$ cat src/rtl/osd_pkg.sv
// Shared types and timing helpers for the OSD trigger and display-timer blocks.
package osd_pkg;

    typedef enum logic [2:0] {
        INIT   = 3'd0,
        IDLE   = 3'd1,
        SETTLE = 3'd2,
        REQ    = 3'd3,
        FIRE   = 3'd4
    } osd_trig_state_t;

    // Number of clock cycles spanning `ms` milliseconds at `clk_hz`.
    function automatic int unsigned OSD_MS_CYCLES(input int unsigned clk_hz, input int unsigned ms);
        return (clk_hz / 32'd1000) * ms;
    endfunction

endpackage

$ cat src/rtl/osd_field_pick.sv
// Lowest-set-bit priority encoder used to choose the next field to report.
module osd_field_pick #(
    parameter int unsigned N     = 32'd4,
    parameter int unsigned IDX_W = (N > 32'd1) ? $clog2(N) : 32'd1
) (
    input  logic [N-1:0]     pend,
    output logic [IDX_W-1:0] idx,
    output logic             any
);

    // Scan from the top down so the lowest set bit is the one left in idx.
    always_comb begin
        idx = {IDX_W{1'b0}};
        any = |pend;
        for (int i = N - 1; i >= 0; i--) begin
            idx = pend[i] ? IDX_W'(i) : idx;
        end
    end

endmodule

$ cat src/rtl/osd_event_trigger.sv
// Reports settled settings-word field changes to the OSD text writer, then
// pulses the OSD display timer's enable once all changed fields are accepted.
module osd_event_trigger
    import osd_pkg::*;
#(
    parameter  int unsigned CLK_HZ     = 32'd32_000_000,
    parameter  int unsigned SETTLE_MS  = 32'd50,
    parameter  int unsigned CFG_W      = 32'd16,
    parameter  int unsigned NUM_FIELDS = 32'd4,
    localparam int unsigned FIELD_W    = CFG_W / NUM_FIELDS,
    localparam int unsigned IDX_W      = (NUM_FIELDS > 32'd1) ? $clog2(NUM_FIELDS) : 32'd1
) (
    input  logic               clk,
    input  logic               reset_n,
    input  logic [CFG_W-1:0]   cfg_in,
    output logic               msg_valid,
    output logic [IDX_W-1:0]   msg_field,
    output logic [FIELD_W-1:0] msg_value,
    input  logic               msg_ready,
    output logic               osd_enable,
    output logic               busy
);

    localparam int unsigned SETTLE_CYCLES = OSD_MS_CYCLES(CLK_HZ, SETTLE_MS);
    localparam int unsigned CNT_W = (SETTLE_CYCLES > 32'd0) ? $clog2(SETTLE_CYCLES + 32'd1) : 32'd1;
    localparam logic [CNT_W-1:0] SETTLE_RELOAD = CNT_W'(SETTLE_CYCLES - 32'd1);
    localparam logic [CNT_W-1:0] CNT_ONE = CNT_W'(32'd1);
    localparam logic [NUM_FIELDS-1:0] FIELD_LSB = NUM_FIELDS'(32'd1);

    if (SETTLE_CYCLES == 32'd0) begin : g_settle_zero
        $error("osd_event_trigger: settle interval is zero clock cycles");
    end
    if ((CFG_W % NUM_FIELDS) != 32'd0) begin : g_cfg_split
        $error("osd_event_trigger: CFG_W is not a multiple of NUM_FIELDS");
    end

    osd_trig_state_t       state_r;
    logic [CFG_W-1:0]      ref_r;
    logic [CFG_W-1:0]      cand_r;
    logic [CNT_W-1:0]      cnt_r;
    logic [NUM_FIELDS-1:0] pend_r;
    logic                  msg_valid_r;
    logic [IDX_W-1:0]      msg_field_r;
    logic [FIELD_W-1:0]    msg_value_r;
    logic                  osd_enable_r;
    logic                  busy_r;

    logic [NUM_FIELDS-1:0] diff_mask_s;
    logic [NUM_FIELDS-1:0] pick_src_s;
    logic [IDX_W-1:0]      pick_idx_s;
    logic                  pick_any_s;
    logic [FIELD_W-1:0]    pick_val_s;

    // Per-field mismatch between the candidate and the last reported word.
    always_comb begin
        diff_mask_s = {NUM_FIELDS{1'b0}};
        for (int i = 0; i < NUM_FIELDS; i++) begin
            diff_mask_s[i] = (cand_r[i*FIELD_W +: FIELD_W] != ref_r[i*FIELD_W +: FIELD_W]);
        end
    end

    // Fields still owed after this edge: the fresh mask leaving SETTLE, or
    // the pending mask minus the field being accepted while in REQ.
    always_comb begin
        pick_src_s = {NUM_FIELDS{1'b0}};
        case (state_r)
            SETTLE:  pick_src_s = diff_mask_s;
            REQ:     pick_src_s = pend_r & ~(FIELD_LSB << msg_field_r);
            default: pick_src_s = {NUM_FIELDS{1'b0}};
        endcase
    end

    osd_field_pick #(
        .N     (NUM_FIELDS),
        .IDX_W (IDX_W)
    ) u_pick (
        .pend (pick_src_s),
        .idx  (pick_idx_s),
        .any  (pick_any_s)
    );

    // Candidate value of the field chosen by the encoder.
    always_comb begin
        pick_val_s = {FIELD_W{1'b0}};
        for (int i = 0; i < NUM_FIELDS; i++) begin
            pick_val_s = (pick_idx_s == IDX_W'(i)) ? cand_r[i*FIELD_W +: FIELD_W] : pick_val_s;
        end
    end

    // Trigger state machine with registered handshake and pulse outputs.
    always_ff @(posedge clk or negedge reset_n) begin
        if (!reset_n) begin
            state_r      <= INIT;
            ref_r        <= {CFG_W{1'b0}};
            cand_r       <= {CFG_W{1'b0}};
            cnt_r        <= {CNT_W{1'b0}};
            pend_r       <= {NUM_FIELDS{1'b0}};
            msg_valid_r  <= 1'b0;
            msg_field_r  <= {IDX_W{1'b0}};
            msg_value_r  <= {FIELD_W{1'b0}};
            osd_enable_r <= 1'b0;
            busy_r       <= 1'b1;
        end else begin
            osd_enable_r <= 1'b0;
            case (state_r)
                INIT: begin
                    ref_r   <= cfg_in;
                    state_r <= IDLE;
                    busy_r  <= 1'b0;
                end
                IDLE: begin
                    if (cfg_in != ref_r) begin
                        cand_r  <= cfg_in;
                        cnt_r   <= SETTLE_RELOAD;
                        state_r <= SETTLE;
                        busy_r  <= 1'b1;
                    end
                end
                SETTLE: begin
                    if (cfg_in != cand_r) begin
                        cand_r <= cfg_in;
                        cnt_r  <= SETTLE_RELOAD;
                    end else if (cnt_r != {CNT_W{1'b0}}) begin
                        cnt_r <= cnt_r - CNT_ONE;
                    end else if (!pick_any_s) begin
                        state_r <= IDLE;
                        busy_r  <= 1'b0;
                    end else begin
                        pend_r      <= diff_mask_s;
                        msg_valid_r <= 1'b1;
                        msg_field_r <= pick_idx_s;
                        msg_value_r <= pick_val_s;
                        state_r     <= REQ;
                    end
                end
                REQ: begin
                    if (msg_valid_r && msg_ready) begin
                        // msg_value_r mirrors the candidate field, as cand_r is frozen here.
                        for (int i = 0; i < NUM_FIELDS; i++) begin
                            if (msg_field_r == IDX_W'(i)) begin
                                ref_r[i*FIELD_W +: FIELD_W] <= msg_value_r;
                            end
                        end
                        pend_r <= pick_src_s;
                        if (pick_any_s) begin
                            msg_field_r <= pick_idx_s;
                            msg_value_r <= pick_val_s;
                        end else begin
                            msg_valid_r <= 1'b0;
                            state_r     <= FIRE;
                        end
                    end
                end
                FIRE: begin
                    osd_enable_r <= 1'b1;
                    state_r      <= IDLE;
                    busy_r       <= 1'b0;
                end
                default: begin
                    state_r     <= INIT;
                    msg_valid_r <= 1'b0;
                    pend_r      <= {NUM_FIELDS{1'b0}};
                    busy_r      <= 1'b1;
                end
            endcase
        end
    end

    assign msg_valid  = msg_valid_r;
    assign msg_field  = msg_field_r;
    assign msg_value  = msg_value_r;
    assign osd_enable = osd_enable_r;
    assign busy       = busy_r;

endmodule

$ cat config.mk
export PLATFORM = sky130hd
export DESIGN_NAME = osd_event_trigger
export DESIGN_NICKNAME = d
export VERILOG_FILES = /design/src/rtl/osd_pkg.sv /design/src/rtl/osd_field_pick.sv /design/src/rtl/osd_event_trigger.sv
export SDC_FILE = /design/constraint.sdc
export NUM_CORES = 1
export LEC_CHECK = 0
export CORE_UTILIZATION = 50
export CTS_CLUSTER_DIAMETER = 30
export DETAILED_ROUTE_END_ITERATION = 8
export PLACE_DENSITY_LB_ADDON = 0.05
export SLEW_MARGIN = 10
export SYNTH_ARGS = -nofsm -noshare
export SYNTH_HDL_FRONTEND = slang
export SYNTH_SLANG_ARGS = --single-unit
export TNS_END_PERCENT = 100
$ cat constraint.sdc
create_clock -name clk -period 3.21 [get_ports clk]
set_input_delay 0.8025 -clock clk [delete_from_list [all_inputs] [get_ports clk]]
set_output_delay 0.8025 -clock clk [all_outputs]
set_load 0.1 [all_outputs]
==> metrics.yaml, run 1 <==
run_status: "finished, final reports clean"
swShare: 0.2357
grt_use_total: 0.2787
whs_ns: 0.5148
tns_ns: 0
worst_ep_arrival_time_ns: 3.20
power.leakage_uw: 0.001955
drtPass1Iterations: 5
worst_pin_slew_ns: 0.7880
nets: 504
antenna_found_initial: 0
hp-class: "in2async"
critPathMaxFanout: 18
cp-start-kind: "input port"
path_class: "in2reg"
netlist_instances: 424
combPwrFrac: 0.079
nFillCells: 698
synthArstFlopShare: 1.000
maxSlewHeadroom: 0.4698
std_cell_rows: 32
grt_max_degree: 41
layout_common_cells: "dfrtp_1 (68), a21oi_1 (49), nor2_1 (45)"
die_h_um: 92.61
insertion_delay_ns: 0.35
ant_nets: 0
final_common_cell: "dfrtp_1"
finalWirelength_um: 10970
p_seq_frac: 0.502
maxCapViolCount: 0
drt-initial-drc-count: 218
synth_cell_type_count: 58
max_freq_mhz: 335.9
yosysSeqAreaShare: 0.4209
r2r_end: "cnt_r[17]"
cts.sinks: 69
rrSetupSlack_ns: 0.49
cts_setup_buffers: 0
synthToLayoutAreaGrowth_pct: 19.93
htreeDepth: 3
ioPinCount: 28
setup_viol: 0
final_cells: 589
clkPwrFrac: 0.419
slew_viol_final: 0
cts_tree: "done"
end_kind: "flip-flop"
start_util: 0.5231
drive_above_1_share: 0.1869
postCtsResizedCells: 0
synth_seq_cells: 69
power_uw: 1785
cts.path.max_buffers: 2
viasPerCell: 6.098
clk_pin_slew_ns: 0.07
yosys_warnings: 0
gp_congestion: 0.9206
syn_area_um2: 4105
cts_root_buffer: "clkbuf_8"
core_um2: 7848
dieArea_um2: 8577
hold_viol: 0
route.detailed.drc: 0
synth_edf_count: 0
overflow: 0
synth.net_count: 444
insertedDiodeCount: 0
netSwitchingPower_uw: 420.7
grt_pass1_wl_um: 18260
skew_ns: 0.01012
cts_hold_buf: 0
num_vias: 3592
hpwl_um: 8214
io_buffer_count: 27
wl_per_cell_um: 18.63
rr_worst_depth: 7
crit_required_ns: 3.44
power_density_nw_per_um2: 362.5
ir_drop_mv: 0.2283
synthFlopType: "dfrtp_1"
cts_buffers: 9
dp_cells: 575
period_needed_ns: 2.977
first_global_vias: 3540
fin_util: 0.6274
syn_area_per_cell_um2: 9.682
grt_setup_unrepaired: "false"
p_int_uw: 1364
r2r_start: "cnt_r[3]"
fin_crit_sh: 0.9275
die_x_um: 92.61
==> power groups by stage <==
| stage | Sequential [uW] | Clock, uW | Combinational, uW |
|---|---|---|---|
| 6_report | 895 | 748 | 141 |
| 5_1_grt | 896 | 790 | 155 |
| 4_1_cts | 895 | 759 | 143 |
| 3_5_place_dp | 912 | 0 | 142 |
| 3_3_place_gp | 912 | 0 | 139 |
| 2_1_floorplan | 907 | 0 | 60.2 |
==> per-layer routing <==
layer / track usage / vias to the layer above / routed length [um]
met5: 0 / - / 0
met4: 0.1000 / 0 / 215
met3: 0.03448 / 17 / 441
met2: 0.4704 / 95 / 5497
met1: 0.3683 / 1766 / 4817
li1: - / 1714 / -
==> critical path: stages <==
cell             delay (ns)
clkdlybuf4s50_1        0.47
xor2_1                 0.20
or4_1                  0.52
or4_4                  0.52
o21ai_2                0.14
nor2_1                 0.10
buf_12                 0.18
mux2_2                 0.28
==> final cells by class <==
cell class,instances,area [um2],area share
clock buffers,13,168.9,0.03431
clock inverters,1,30.03,0.006099
inverters,14,52.55,0.01067
multi-input cells,327,2253,0.4577
flip-flops and latches,69,1728,0.3510
well taps,102,127.6,0.02592
repair buffers,63,563.0,0.1144
==> registers in the layout (all words and copies together) (netlist names) <==
register,flops
state_r,3
msg_field,2
msg_value,4
pend_r,4
busy,1
cand_r,16
cnt_r,21
osd_enable,1
msg_valid,1
ref_r,16
==> logic make-up after synthesis <==
| logic type | synth area share |
|---|---|
| AND/OR/NAND/NOR | 0.1838 |
| XOR/XNOR | 0.1045 |
| flip-flops | 0.4209 |
| multiplexers | 0.05730 |
| AO/OA/AOI/OAI | 0.2002 |
| buffers and inverters | 0.03017 |
| adder cells (fa/ha/maj) | 0.003047 |
==> synth_stat cells (3+ instances only) <==
| cell | count | area [um2] |
|---|---|---|
| a22o_1 | 5 | 43.79 |
| nand4_1 | 11 | 68.82 |
| or3_1 | 12 | 75.07 |
| mux2_2 | 20 | 225.2 |
| a32o_1 | 4 | 40.04 |
| o41ai_1 | 6 | 52.55 |
| or4_1 | 9 | 67.56 |
| buf_2 | 3 | 15.01 |
| nand3_1 | 13 | 65.06 |
| clkbuf_1 | 8 | 30.03 |
| inv_1 | 13 | 48.80 |
| xor2_1 | 20 | 175.2 |
| a21oi_1 | 49 | 245.2 |
| nor3_1 | 13 | 65.06 |
| nor2_1 | 45 | 168.9 |
| o21ai_0 | 4 | 20.02 |
| o211ai_1 | 10 | 75.07 |
| dfrtp_1 | 68 | 1702 |
| a22oi_1 | 4 | 30.03 |
| nand2_1 | 8 | 30.03 |
| nand2b_1 | 4 | 25.02 |
| o31ai_1 | 14 | 105.1 |
| nor4_1 | 6 | 37.54 |
| xnor2_1 | 29 | 254.0 |
| o21a_1 | 3 | 22.52 |
==> stage by stage <==
step	worst slack [ns]	instance area, um2
2_1_floorplan	0.3539	4105
3_3_place_gp	-0.06939	4725
3_5_place_dp	-0.1084	4725
4_1_cts	0.2411	4923
5_1_grt	0.1156	4923
6_report	0.2326	4923
==> how the worst max path moves through the flow <==
stage | from | to | slack (ns) | cells after the start
final | cfg_in[12] | cand_r[9] | 0.23 | 8
after global routing | cfg_in[12] | cand_r[9] | 0.12 | 8
after CTS | cfg_in[12] | cand_r[9] | 0.24 | 8
after detailed placement | cfg_in[12] | cand_r[9] | -0.11 | 8
after global placement | cfg_in[6] | cand_r[1] | -0.07 | 8
after floorplan | cfg_in[6] | cand_r[0] | 0.35 | 7
Power figures use the tool's default switching activity.
==> inputs of run 2 (changes only) <==
==> constraint.sdc (replaced) <==
create_clock -name clk -period 3.84 [get_ports clk]
set_input_delay 0.96 -clock clk [delete_from_list [all_inputs] [get_ports clk]]
set_output_delay 0.96 -clock clk [all_outputs]
set_load 0.005 [all_outputs]
==> metrics.yaml, run 2 (synthesis gave the netlist of run 1 again) <==
run_status: "finished, final reports clean"  # unchanged
nFillCells: 695  # was 698
critPathMaxFanout: 7  # was 18
htreeDepth: 3  # unchanged
r2r_start: "state_r[0]"  # was cnt_r[3]
final_cells: 567  # was 589
crit_chain: "clkdlybuf4s50_1 > xor2_1 > nor4_1 > nand4_1 > buf_4 > o31ai_4 > o311a_2 > mux2_2"  # was clkdlybuf4s50_1 > xor2_1 > or4_1 > or4_4 > o21ai_2 > nor2_1 > buf_12 > mux2_2
multi_input_area_um2: 2253  # unchanged
max_freq_mhz: 303.0
hold_viol: 0  # unchanged
crit_required_ns: 4.08  # was 3.44 ns
route.detailed.drc: 0  # unchanged
drtPass1Iterations: 5  # unchanged
overflow: 0  # unchanged
max_stage_delay_ns: 0.50  # was 0.52 ns
worst_ep_arrival_time_ns: 3.54  # was 3.20 ns
critPathLaunch: "cfg_in[8]"  # was cfg_in[12]
slowest_stage: "clkdlybuf4s50_1"  # was or4_1
maxSlewHeadroom: 0.4916  # was 0.4698
clk_pin_slew_ns: 0.07  # about the same
end_kind: "flip-flop"  # unchanged
grt_pass1_wl_um: 17770  # was 18,260 um
wl_per_cell_um: 19.13  # was 18.63 um
largest_reg_flops: 21  # unchanged
fin_area_um2: 4755  # was 4923 um2
cts_root_buffer: "clkbuf_8"  # unchanged
cts_hold_buf: 0  # unchanged
std_cell_rows: 32  # unchanged
cts_buffers: 9  # unchanged
ir_drop_mv: 0.2225  # was 0.2283 mV
slew_viol_final: 0  # unchanged
synthToLayoutAreaGrowth_pct: 15.82  # was 19.93%
cp-start-kind: "input port"  # unchanged
die_h_um: 92.61  # unchanged
core_um2: 7848  # unchanged
antenna_found_initial: 0  # unchanged
power_density_nw_per_um2: 324.2  # was 362.5 nW/um2
power.leakage_uw: 0.001834  # was 0.001955 uW
ff_latch_area_um2: 1728  # unchanged
regMostFlops: "cnt_r"  # unchanged
cts_tree: "done"  # unchanged
skew_ns: 0.008113  # was 0.01012 ns
grt_use_total: 0.2695  # was 0.2787
insertion_delay_ns: 0.35  # about the same
num_vias: 3519  # was 3,592
insertedDiodeCount: 0  # unchanged
grt_setup_unrepaired: "false"  # unchanged
setup_viol: 0  # unchanged
gp_congestion: 0.9106  # was 0.9206
fin_crit_sh: 0.8594
reg_top3: "cnt_r x21, cand_r x16, ref_r x16"  # unchanged
maxCapViolCount: 0  # unchanged
tns_ns: 0  # unchanged
final_common_cell: "dfrtp_1"  # unchanged
viasPerCell: 6.206  # was 6.098
path_class: "in2reg"  # unchanged
hold_start: "pend_r[1]"
ioPinCount: 28  # unchanged
drive_above_1_share: 0.1290  # was 0.1869
fin_util: 0.6059  # was 0.6274
grt_max_degree: 29  # was 41
period_needed_ns: 3.300
first_global_vias: 3481  # was 3,540
dieArea_um2: 8577  # unchanged
cts.sinks: 69  # unchanged
hpwl_um: 7930  # was 8214 um
die_x_um: 92.61  # unchanged
power_uw: 1541  # was 1785 uW
drt-initial-drc-count: 240  # was 218
start_util: 0.5231  # unchanged
layout_common_cells: "dfrtp_1 (68), a21oi_1 (49), nor2_1 (45)"  # unchanged
place_area_um2: 4529  # was 4725 um2
nets: 480  # was 504
dp_cells: 551  # was 575
io_buffer_count: 27  # unchanged
finalWirelength_um: 10850  # was 10,970 um
cts.path.max_buffers: 2  # unchanged
worst_pin_slew_ns: 0.7556  # was 0.7880 ns
postCtsResizedCells: 0  # unchanged
rrSetupSlack_ns: 0.98  # was 0.49 ns
cts_setup_buffers: 0  # unchanged
ant_nets: 0  # unchanged
hp-class: "reg2reg"  # was in2async
-- run 2: worst max-delay path: cells and delay by family --
family / cells / cell delay [ns]
mux: 1 / 0.35
simple gates: 2 / 0.65
compound gates: 2 / 0.69
buf+inv: 2 / 0.70
xor+xnor: 1 / 0.19
-- run 2: worst paths after layout --
| kind | end | depth (start not counted) |
|---|---|---|
| worst max-delay path | pend_r[3] | 8 |
| worst min-delay path | pend_r[1] | 1 |
| worst max register to register | pend_r[3] | 6 |
| worst min register to register | pend_r[1] | 1 |
| max in group asynchronous | ref_r[6] | 2 |
| min in group asynchronous | cnt_r[16] | 1 |
-- run 2: per-layer routing --
layer	vias up	track usage	routed length, um
met5	-	0	0
met4	0	0.1192	281
met3	27	0.03530	363
met2	82	0.4451	5344
met1	1746	0.3539	4857
li1	1664	-	-
-- run 2: stage by stage --
step / worst slack (ns) / hold WS, ns
after global routing: 0.4351 / 0.5528
after CTS: 0.5487 / 0.5280
after detailed placement: 0.1758 / 0.4980
after global placement: 0.2857 / 0.5188
final: 0.5398 / 0.5279
after floorplan: 0.8264 / 0.4815
-- run 2: power by group --
group	leakage, uW	switching, uW	total, uW	internal, uW
clock	0.000116	287	687	400
sequential	0.000835	14.3	749	735
combinational	0.000883	56.3	106	49.4
total	0.00183	358	1540	1180
-- run 2: area by class of cell --
class,instances,area share
multi-input cells,327,0.4739
flip-flops and latches,69,0.3634
repair buffers,39,0.07737
clock buffers,12,0.03263
well taps,102,0.02684
clock inverters,4,0.01474
inverters,14,0.01105
==> inputs of run 3 (changes only) <==
MAX_ROUTING_LAYER = met4   (was default)
==> metrics.yaml, run 3 (synthesis gave the netlist of run 1 again) <==
run_status: "finished, final reports clean"  # unchanged
skew_ns: 0.01075  # was 0.008113 ns
cts.sinks: 69  # unchanged
viasPerCell: 6.266  # was 6.206
tns_ns: 0  # unchanged
cts_tree: "done"  # unchanged
nets: 480  # unchanged
insertedDiodeCount: 0  # unchanged
end_kind: "flip-flop"  # unchanged
cts.path.max_buffers: 2  # unchanged
wl_per_cell_um: 19.09  # was 19.13 um
final_common_cell: "dfrtp_1"  # unchanged
clk_pin_slew_ns: 0.08  # was 0.07 ns
crit_required_ns: 4.08  # about the same
grt_max_degree: 70  # was 29
grt_setup_unrepaired: "false"  # unchanged
grt_pass1_wl_um: 17860  # was 17,770 um
layout_common_cells: "dfrtp_1 (68), a21oi_1 (49), nor2_1 (45)"  # unchanged
rr_worst_depth: 6  # unchanged
power.leakage_uw: 0.001842  # was 0.001834 uW
reg_top3: "cnt_r x21, cand_r x16, ref_r x16"  # unchanged
maxCapViolCount: 0  # unchanged
hpwl_um: 7780  # was 7930 um
drive_above_1_share: 0.1290  # unchanged
die_x_um: 92.61  # unchanged
die_h_um: 92.61  # unchanged
antenna_found_initial: 0  # unchanged
drt-initial-drc-count: 196  # was 240
ioPinCount: 28  # unchanged
gp_congestion: 0.9619  # was 0.9106
num_vias: 3553  # was 3,519
r2r_end: "pend_r[2]"  # was pend_r[3]
fin_crit_sh: 0.8518  # was 0.8594
postCtsResizedCells: 0  # unchanged
cts_hold_buf: 0  # unchanged
r2r_start: "state_r[0]"  # unchanged
period_needed_ns: 3.271  # was 3.300 ns
ir_drop_mv: 0.1926  # was 0.2225 mV
power_uw: 1605  # was 1541 uW
cts_buffers: 9  # unchanged
power_density_nw_per_um2: 336.0  # was 324.2 nW/um2
min_to: "pend_r[1]"  # unchanged
grt_use_total: 0.2797  # was 0.2695
largest_reg_flops: 21  # unchanged
slew_viol_final: 0  # unchanged
rrSetupSlack_ns: 0.99  # was 0.98 ns
cp-start-kind: "input port"  # unchanged
drtPass1Iterations: 6  # was 5
nFillCells: 684  # was 695
maxSlewHeadroom: 0.4040  # was 0.4916
std_cell_rows: 32  # unchanged
ant_nets: 0  # unchanged
overflow: 0  # unchanged
min_delay_path_depth: 1  # unchanged
first_global_vias: 3417  # was 3,481
htreeDepth: 3  # unchanged
crit_chain: "clkdlybuf4s50_1 > xor2_1 > or4_1 > or4_4 > o21ai_2 > nor2_1 > buf_12 > mux2_2"  # was clkdlybuf4s50_1 > xor2_1 > nor4_1 > nand4_1 > buf_4 > o31ai_4 > o311a_2 > mux2_2
synthToLayoutAreaGrowth_pct: 16.40  # was 15.82%
hp-class: "reg2reg"  # unchanged
start_util: 0.5231  # unchanged
routed.top_layer: "met4"  # unchanged
route.detailed.drc: 0  # unchanged
regMostFlops: "cnt_r"  # unchanged
hold_start: "pend_r[1]"  # unchanged
core_um2: 7848  # unchanged
worst_ep_arrival_time_ns: 3.51  # was 3.54 ns
finalWirelength_um: 10830  # was 10,850 um
dieArea_um2: 8577  # unchanged
wl_met3_um: 481  # was 363 um
cts_setup_buffers: 0  # unchanged
path_class: "in2reg"  # unchanged
insertion_delay_ns: 0.35  # about the same
io_buffer_count: 27  # unchanged
met2_length_um: 5231  # was 5344 um
met1Wirelength_um: 4811  # was 4857 um
worst_pin_slew_ns: 0.8939  # was 0.7556 ns
max_stage_delay_ns: 0.54  # was 0.50 ns
max_freq_mhz: 305.7  # was 303.0 MHz
slowest_stage: "or4_4"  # was clkdlybuf4s50_1
critPathMaxFanout: 18  # was 7
whs_ns: 0.5282  # was 0.5279 ns
hold_viol: 0  # unchanged
setup_viol: 0  # unchanged
cts_root_buffer: "clkbuf_8"  # unchanged
run 3: power by group:
part / switching, uW / leakage, uW / internal, uW
combinational: 56.8 / 0.000883 / 48.8
sequential: 14.4 / 0.000835 / 735
clock: 299 / 0.000124 / 452
run 3: layout make-up:
class / instances / area (um2) / share of cell area
Sequential cell: 69 / 1728 / 0.3616
Clock buffer: 11 / 141.4 / 0.02959
Clock inverter: 5 / 107.6 / 0.02252
Tap cell: 102 / 127.6 / 0.02671
Timing Repair Buffer: 39 / 367.9 / 0.07698
Inverter: 14 / 52.55 / 0.01100
Multi-Input combinational cell: 327 / 2253 / 0.4716
run 3: how the worst max path moves through the flow:
stage	startpoint	depth (start not counted)	to	slack, ns
final	cfg_in[12]	8	cand_r[13]	0.57
after global routing	cfg_in[7]	8	cand_r[1]	0.48
after CTS	cfg_in[12]	8	cand_r[15]	0.58
after detailed placement	cfg_in[12]	8	cand_r[15]	0.22
after global placement	cfg_in[8]	8	pend_r[2]	0.26
after floorplan	cfg_in[6]	7	cand_r[0]	0.83
run 3: metrics by stage:
step | utilization | setup WS (ns) | cell area (um2) | instances
after floorplan | - | 0.8264 | 4105 | 424
after global placement | 0.5772 | 0.2647 | 4529 | 551
after detailed placement | 0.5772 | 0.2229 | 4529 | 551
after CTS | 0.6089 | 0.5763 | 4778 | 567
after global routing | 0.6089 | 0.4846 | 4778 | 567
final | 0.6089 | 0.5692 | 4778 | 567
run 3: critical path: cells and delay by family:
kind            cells  cell delay (ns)
simple gates        3             1.20
buf+inv             2             0.69
mux                 1             0.29
xor+xnor            1             0.21
compound gates      1             0.16
run 3: metal layers:
metal | track usage | vias up
li1 | - | 1666
met1 | 0.3673 | 1750
met2 | 0.4346 | 112
met3 | 0.04023 | 25
met4 | 0.1192 | 0
met5 | - | -
